`src/rtl/ppt_match.sv`:
```
// Match controller for the rock-paper-scissors judge: collects both moves,
// drives them to the judge for one cycle, scores the verdict, declares a winner.
module ppt_match #(
  parameter int unsigned WINS    = 3,
  parameter int unsigned SCORE_W = 3
) (
  input  logic               clk,
  input  logic               rst,
  input  logic               start,
  input  logic               p1_valid,
  input  logic               p2_valid,
  input  logic [1:0]         p1_move,
  input  logic [1:0]         p2_move,
  output logic               p1_ready,
  output logic               p2_ready,
  output logic [1:0]         j1,
  output logic [1:0]         j2,
  input  logic               j1_w,
  input  logic               j2_w,
  output logic [SCORE_W-1:0] score1,
  output logic [SCORE_W-1:0] score2,
  output logic               round_done,
  output logic               tie,
  output logic               err,
  output logic               busy,
  output logic               match_done,
  output logic [1:0]         winner
);

  typedef enum logic [2:0] {
    S_IDLE,
    S_COLLECT,
    S_DRIVE,
    S_SCORE,
    S_DONE
  } state_e;

  localparam logic [SCORE_W-1:0] WINS_C = SCORE_W'(WINS);

  state_e             state_q, state_d;
  logic [1:0]         mv1_q, mv1_d, mv2_q, mv2_d;
  logic [1:0]         j1_q, j1_d, j2_q, j2_d;
  logic [1:0]         winner_q, winner_d;
  logic               rdy1_q, rdy1_d, rdy2_q, rdy2_d;
  logic [SCORE_W-1:0] score1_q, score1_d, score2_q, score2_d;
  logic               round_done_q, round_done_d;
  logic               tie_q, tie_d, err_q, err_d;
  logic               busy_q, busy_d, match_done_q, match_done_d;

  always_comb begin
    state_d      = state_q;
    mv1_d        = mv1_q;
    mv2_d        = mv2_q;
    score1_d     = score1_q;
    score2_d     = score2_q;
    winner_d     = winner_q;
    round_done_d = 1'b0;
    tie_d        = 1'b0;
    err_d        = 1'b0;

    unique case (state_q)
      S_IDLE: begin
        if (start) begin
          score1_d = '0;
          score2_d = '0;
          state_d  = S_COLLECT;
        end
      end
      S_COLLECT: begin
        // A latched move is never 00, so a nonzero latch doubles as its valid flag
        if (p1_valid && rdy1_q && (p1_move != 2'b00)) mv1_d = p1_move;
        if (p2_valid && rdy2_q && (p2_move != 2'b00)) mv2_d = p2_move;
        if ((mv1_d != 2'b00) && (mv2_d != 2'b00)) state_d = S_DRIVE;
      end
      S_DRIVE: begin
        state_d = S_SCORE;
        unique case ({j1_w, j2_w})
          2'b10: begin
            score1_d     = score1_q + SCORE_W'(1);
            round_done_d = 1'b1;
          end
          2'b01: begin
            score2_d     = score2_q + SCORE_W'(1);
            round_done_d = 1'b1;
          end
          2'b11: begin
            tie_d        = 1'b1;
            round_done_d = 1'b1;
          end
          default: err_d = 1'b1;
        endcase
      end
      S_SCORE: begin
        mv1_d = '0;
        mv2_d = '0;
        if (score1_q == WINS_C) begin
          winner_d = 2'b01;
          state_d  = S_DONE;
        end else if (score2_q == WINS_C) begin
          winner_d = 2'b10;
          state_d  = S_DONE;
        end else begin
          state_d = S_COLLECT;
        end
      end
      S_DONE: begin
        if (start) begin
          score1_d = '0;
          score2_d = '0;
          winner_d = '0;
          state_d  = S_COLLECT;
        end
      end
      default: state_d = S_IDLE;
    endcase

    // Status outputs are registered from the next state so they line up with it
    rdy1_d       = (state_d == S_COLLECT) && (mv1_d == 2'b00);
    rdy2_d       = (state_d == S_COLLECT) && (mv2_d == 2'b00);
    j1_d         = (state_d == S_DRIVE) ? mv1_d : 2'b00;
    j2_d         = (state_d == S_DRIVE) ? mv2_d : 2'b00;
    busy_d       = (state_d == S_COLLECT) || (state_d == S_DRIVE) || (state_d == S_SCORE);
    match_done_d = (state_d == S_DONE);
  end

  always_ff @(posedge clk) begin
    if (rst) begin
      state_q      <= S_IDLE;
      mv1_q        <= '0;
      mv2_q        <= '0;
      j1_q         <= '0;
      j2_q         <= '0;
      winner_q     <= '0;
      rdy1_q       <= 1'b0;
      rdy2_q       <= 1'b0;
      score1_q     <= '0;
      score2_q     <= '0;
      round_done_q <= 1'b0;
      tie_q        <= 1'b0;
      err_q        <= 1'b0;
      busy_q       <= 1'b0;
      match_done_q <= 1'b0;
    end else begin
      state_q      <= state_d;
      mv1_q        <= mv1_d;
      mv2_q        <= mv2_d;
      j1_q         <= j1_d;
      j2_q         <= j2_d;
      winner_q     <= winner_d;
      rdy1_q       <= rdy1_d;
      rdy2_q       <= rdy2_d;
      score1_q     <= score1_d;
      score2_q     <= score2_d;
      round_done_q <= round_done_d;
      tie_q        <= tie_d;
      err_q        <= err_d;
      busy_q       <= busy_d;
      match_done_q <= match_done_d;
    end
  end

  assign p1_ready   = rdy1_q;
  assign p2_ready   = rdy2_q;
  assign j1         = j1_q;
  assign j2         = j2_q;
  assign score1     = score1_q;
  assign score2     = score2_q;
  assign round_done = round_done_q;
  assign tie        = tie_q;
  assign err        = err_q;
  assign busy       = busy_q;
  assign match_done = match_done_q;
  assign winner     = winner_q;

endmodule
```
`config.mk`:
```
export PLATFORM = sky130hd
export DESIGN_NAME = ppt_match
export DESIGN_NICKNAME = d
export VERILOG_FILES = /design/src/rtl/ppt_match.sv
export SDC_FILE = /design/constraint.sdc
export NUM_CORES = 1
export LEC_CHECK = 0
export ABC_AREA = 1
export CAP_MARGIN = 30
export CORE_UTILIZATION = 49
export CTS_BUF_LIST = sky130_fd_sc_hd__clkbuf_8
export CTS_CLUSTER_DIAMETER = 120
export DETAILED_ROUTE_END_ITERATION = 8
export PLACE_DENSITY = 0.81
export SETUP_SLACK_MARGIN = 0.2
export SLEW_MARGIN = 0
export SYNTH_ARGS = -nofsm -noshare
export SYNTH_HDL_FRONTEND = slang
export SYNTH_SLANG_ARGS = --single-unit
```
`constraint.sdc`:
```
create_clock -name clk -period 1.7 [get_ports clk]
set_input_delay 0.425 -clock clk [delete_from_list [all_inputs] [get_ports clk]]
set_output_delay 0.425 -clock clk [all_outputs]
set_load 0.02 [all_outputs]
```
# == Word-level counts from Yosys, hierarchy flattened ==
# Index checks and enable logic that the tools add are counted.
# word_totals
reg_bits,26
in_bits,11
# op_classes
add_sub_neg,2
n_eq_ne,18
n_mux,23
n_bitwise,2
n_reduce_logical,25
# op_table
cell,count
3-bit two-way mux,7
3-bit by 2-bit equality test with 1-bit output (second input constant),6
2-bit two-way mux,7
2-bit one-hot mux with 2 select lines,3
3-bit one-hot mux with 2 select lines,2
3-bit one-hot mux with 4 select lines,1
2-bit nonzero test,6
3-bit AND reduction,3
1-bit logical AND,7
3-bit by 1-bit adder with 3-bit output (second input constant),2
3-bit by 1-bit equality test with 1-bit output (second input constant),2
3-bit equality test (second input constant),2
2-bit != test (second input constant),3
2-bit OR reduction,3
2-bit equality test (second input constant),2
2-bit logical NOT,2
3-bit logical NOT,1
1-bit two-way mux,3
3-bit != test (second input constant),1
3-bit OR reduction,1
2-bit by 1-bit equality test with 1-bit output (second input constant),1
1-bit logical OR,2
2-bit by 1-bit != test with 1-bit output (second input constant),1
1-bit inverter,2

# == Depth between registers and ports, before layout ==
# logic_depth
depth_word,11
depth_mapped,8

# == Worst setup path before layout ==
# No wires, ideal clock.
# synth_timing
kind,reg-to-reg
from,"register score1_q[1], in the netlist score1[1]"
to,"register busy_q, in the netlist busy"
setup_ns,0.128
t_arrival_ns,1.212
required_time_ns,1.572
slack_ns,0.361
path_stages_with_launch,8
path_buffers,0
period_less_slack_ns,1.339
path_cell_list,dfxtp_1 -> ha_1 -> ha_1 -> nor2_1 -> a21oi_1 -> nand2_1 -> nor2_1 -> nor2_1
# synth_via
elab_chain_len,6
# synth_lines
item,line,rtl
start: declaration,45,"logic [SCORE_W-1:0] score1_q, score1_d, score2_q, score2_d;"
start signal: assignment,152,score1_q <= score1_d;
3-bit by 2-bit equality test with 1-bit output (*),96,if (score1_q == WINS_C) begin
3-bit two-way mux (*),96,
3-bit one-hot mux with 4 select lines (*),61,unique case (state_q)
3-bit by 1-bit equality test with 1-bit output / 3-bit by 2-bit equality test with 1-bit output (equally long branches),122,busy_d = (state_d == S_COLLECT) || (state_d == S_DRIVE) || (state_d == S_SCORE);
1-bit logical OR,122,
1-bit logical OR (*),122,
end signal: assignment,157,busy_q <= busy_d;
end: declaration,48,"logic busy_q, busy_d, match_done_q, match_done_d;"
# Every way passes the cells marked *; elsewhere a longest branch is shown, timed or not.
# A chain may end at the register's enable or synchronous reset.

# == Final worst setup path ==
# layout_timing
from,"register rdy1_q, in the netlist p1_ready"
to,output p1_ready
# layout_lines
item,line,rtl
start: declaration,44,"logic rdy1_q, rdy1_d, rdy2_q, rdy2_d;"
start signal: assignment,150,rdy1_q <= rdy1_d;
end: declaration,14,"output logic p1_ready,"
# No word-level cell between the ends.

==> results.json <==
{
  "status": "finished clean",
  "fill_cells": 183,
  "synth_edf_count": 0,
  "place_area_um2": 1430,
  "ys_warn_count": 0,
  "num_antenna_cells": 0,
  "path_clk_slew_ps": 90,
  "synth_seq_cells": 26,
  "syn_area_per_cell_um2": 7.55,
  "worst_pin_slew_ps": 301,
  "power_mw": 1.33,
  "antenna_left": 0,
  "ys_seq_area_share_pct": 47.2,
  "cts_root_buf": "clkbuf_8",
  "synthFlopType": "dfxtp_1",
  "drive_gt1_share_pct": 12.9,
  "synth_area_leaders": "dfxtp_1 47%, nand2_1 10%, nor2_1 7.2%, a21oi_1 5.9%, inv_1 5.4%",
  "grt_pass1_wl_mm": 4.14,
  "worstPathCellList": "dlygate4sd2_1",
  "synth_top_area_cell": "dfxtp_1",
  "path_delay_family": "flip-flops",
  "synthDistinctLibCells": 21,
  "clk-insertion-delay-late_ps": 270,
  "pin_count": 30,
  "die_w_um": 49.4,
  "placementRows": 16,
  "leakage_nw": 0.708,
  "first_pass_iters": 4,
  "core_area_um2": 2040,
  "gp_congestion": 0.783,
  "first_global_vias": 1024,
  "grt_overflow": 0,
  "die_h_um": 49.4,
  "hp-class": "reg2reg",
  "grt.total_usage_pct": 22.0,
  "yosysTopAreaCellShare_pct": 47.2,
  "multi_input_area_um2": 539,
  "totalWireLength_mm": 2.42,
  "setup_viol": 0,
  "worstSetupPathType": "reg2out",
  "cts_setup_buffers": 0,
  "slew_headroom_pct": 79.9,
  "rsz0062_at_grt": "true",
  "finalClockSkew_ps": 5.50,
  "syn_area_um2": 1100,
  "startpoint_type": "register",
  "initial_core_util_pct": 54.0,
  "h-tree-depth": 1,
  "synth_cells": 146,
  "via_count": 1065,
  "slowest_stage": "dfxtp_1",
  "area_delta_synth_final_pct": 37.7,
  "p_per_area_nw_per_um2": 879,
  "critPathMaxStageDelay_ps": 380,
  "fmax_mhz": 698,
  "io_buffers": 29,
  "required_ps": 1270,
  "vias_per_cell": 5.20,
  "utilization_pct": 74.3,
  "cts_hold_buffers": 0,
  "synth_nets": 161,
  "min_period_over_period_pct": 84.3,
  "seq_area_um2": 520,
  "path_max_fanout": 3,
  "drt_iter0_markers": 20,
  "grt_max_degree": 16,
  "dp_hpwl_mm": 1.82,
  "min_period_ps": 1430,
  "cts_buffers": 3,
  "report.final.slew_viol_count": 0,
  "clockBufferDepth": 2,
  "cts_tree": "yes",
  "cap_violations": 0,
  "grt_antenna_before_repair": 0,
  "ir_drop_uv": 718,
  "crit_path_end_kind": "output pin",
  "wl_per_cell_um": 11.8,
  "dieArea_um2": 2440,
  "clock-sinks": 26,
  "hold_viol_final": 0,
  "stdcell_area_um2": 1520,
  "nets": 194,
  "drc": 0,
  "synth-async-reset-ratio_pct": 0,
  "final_common_cell": "nand2_1",
  "final_cell_mix": "29 x nand2_1, 26 x dfxtp_1, 21 x nor2_1",
  "arrival_ps": 1010,
  "path_buf_inv": 1
}
## state kept, by name, summed over array words and instances, names as in the netlist
signal and cells:
j1 2, state_q 3, score2 3, match_done 1, p2_ready 1, mv1_q 2, j2 2, score1 3
round_done 1, mv2_q 2, tie 1, p1_ready 1, winner 2, busy 1, err 1
## cell usage after synthesis (2+ instances only)
master and count:
o21ai_0 2, inv_2 3, o21a_1 2, a22oi_1 2, nor2_1 21, nand2_1 30, nand4_1 3, a21oi_1 13
clkbuf_1 2, dfxtp_1 26, ha_1 4, nor3_1 4, inv_1 16, nand3_1 10, o21ai_1 2
## report_power, final
part / leakage [nW] / internal (mW) / switching [mW] / total (mW)
Sequential: 0.211 / 0.630 / 0.0154 / 0.646
Clock: 0.0357 / 0.315 / 0.188 / 0.503
Combinational: 0.461 / 0.0728 / 0.113 / 0.186
Total: 0.708 / 1.02 / 0.317 / 1.33
## per-layer routing
| metal | up-vias | GRT usage, % | routed length (µm) |
|---|---|---|---|
| met1 | 502 | 22.4 | 963 |
| met2 | 21 | 43.6 | 1330 |
| li1 | 537 | - | - |
| met3 | 5 | 5.61 | 97 |
| met4 | 0 | 5.24 | 28 |
| met5 | - | 0 | 0 |
## cells by family (layout without fill, tap and decap cells)
| kind of cell | count (synthesis) | in the layout | share of synthesized area [%] |
|---|---|---|---|
| fa+ha+maj | 4 | 4 | 4.54 |
| flops | 26 | 26 | 47.2 |
| buf+inv | 22 | 54 | 7.60 |
| compound gates | 23 | 23 | 12.7 |
| simple gates | 71 | 71 | 27.9 |
## worst paths after layout
check | start | to | slack [ps] | cells past startpoint
setup / recovery | p1_ready$_SDFF_PP0_ | p1_ready | 270 | 1
hold / removal | score1[0]$_SDFFE_PP0P_ | score1[0]$_SDFFE_PP0P_ | 490 | 2
hold reg to reg | score1[0]$_SDFFE_PP0P_ | score1[0]$_SDFFE_PP0P_ | 490 | 2
setup reg to reg | score1[0]$_SDFFE_PP0P_ | winner[1]$_SDFFE_PP0P_ | 320 | 7
## stage by stage
stage | cells | TNS [ps] | setup WS (ps) | hold WS (ps)
2_1_floorplan | 146 | 0 | 361 | 502
3_3_place_gp | 201 | -4.04 | -3.91 | 448
3_5_place_dp | 201 | -61.1 | -23.2 | 485
4_1_cts | 205 | 0 | 241 | 495
5_1_grt | 205 | 0 | 172 | 527
6_report | 205 | 0 | 267 | 489
## final cells by class
cell class                 count  area share (%)
tap                           27            2.23
inverter                      20            5.03
clock inverter                 1            1.98
multi-input combinational     98            35.5
clock buffer                   3            2.72
timing repair buffer          30            18.2
sequential                    26            34.3
## repair_timing
item / in CTS / in global routing
hold endpoints to repair: 0 / 0
pin swaps: 0 / 3
gates cloned: 0 / 0
gates resized for setup: 19 / 12
endpoints found under the setup margin: 19 / 9
No activity file was read; power rests on OpenSTA's default activity.
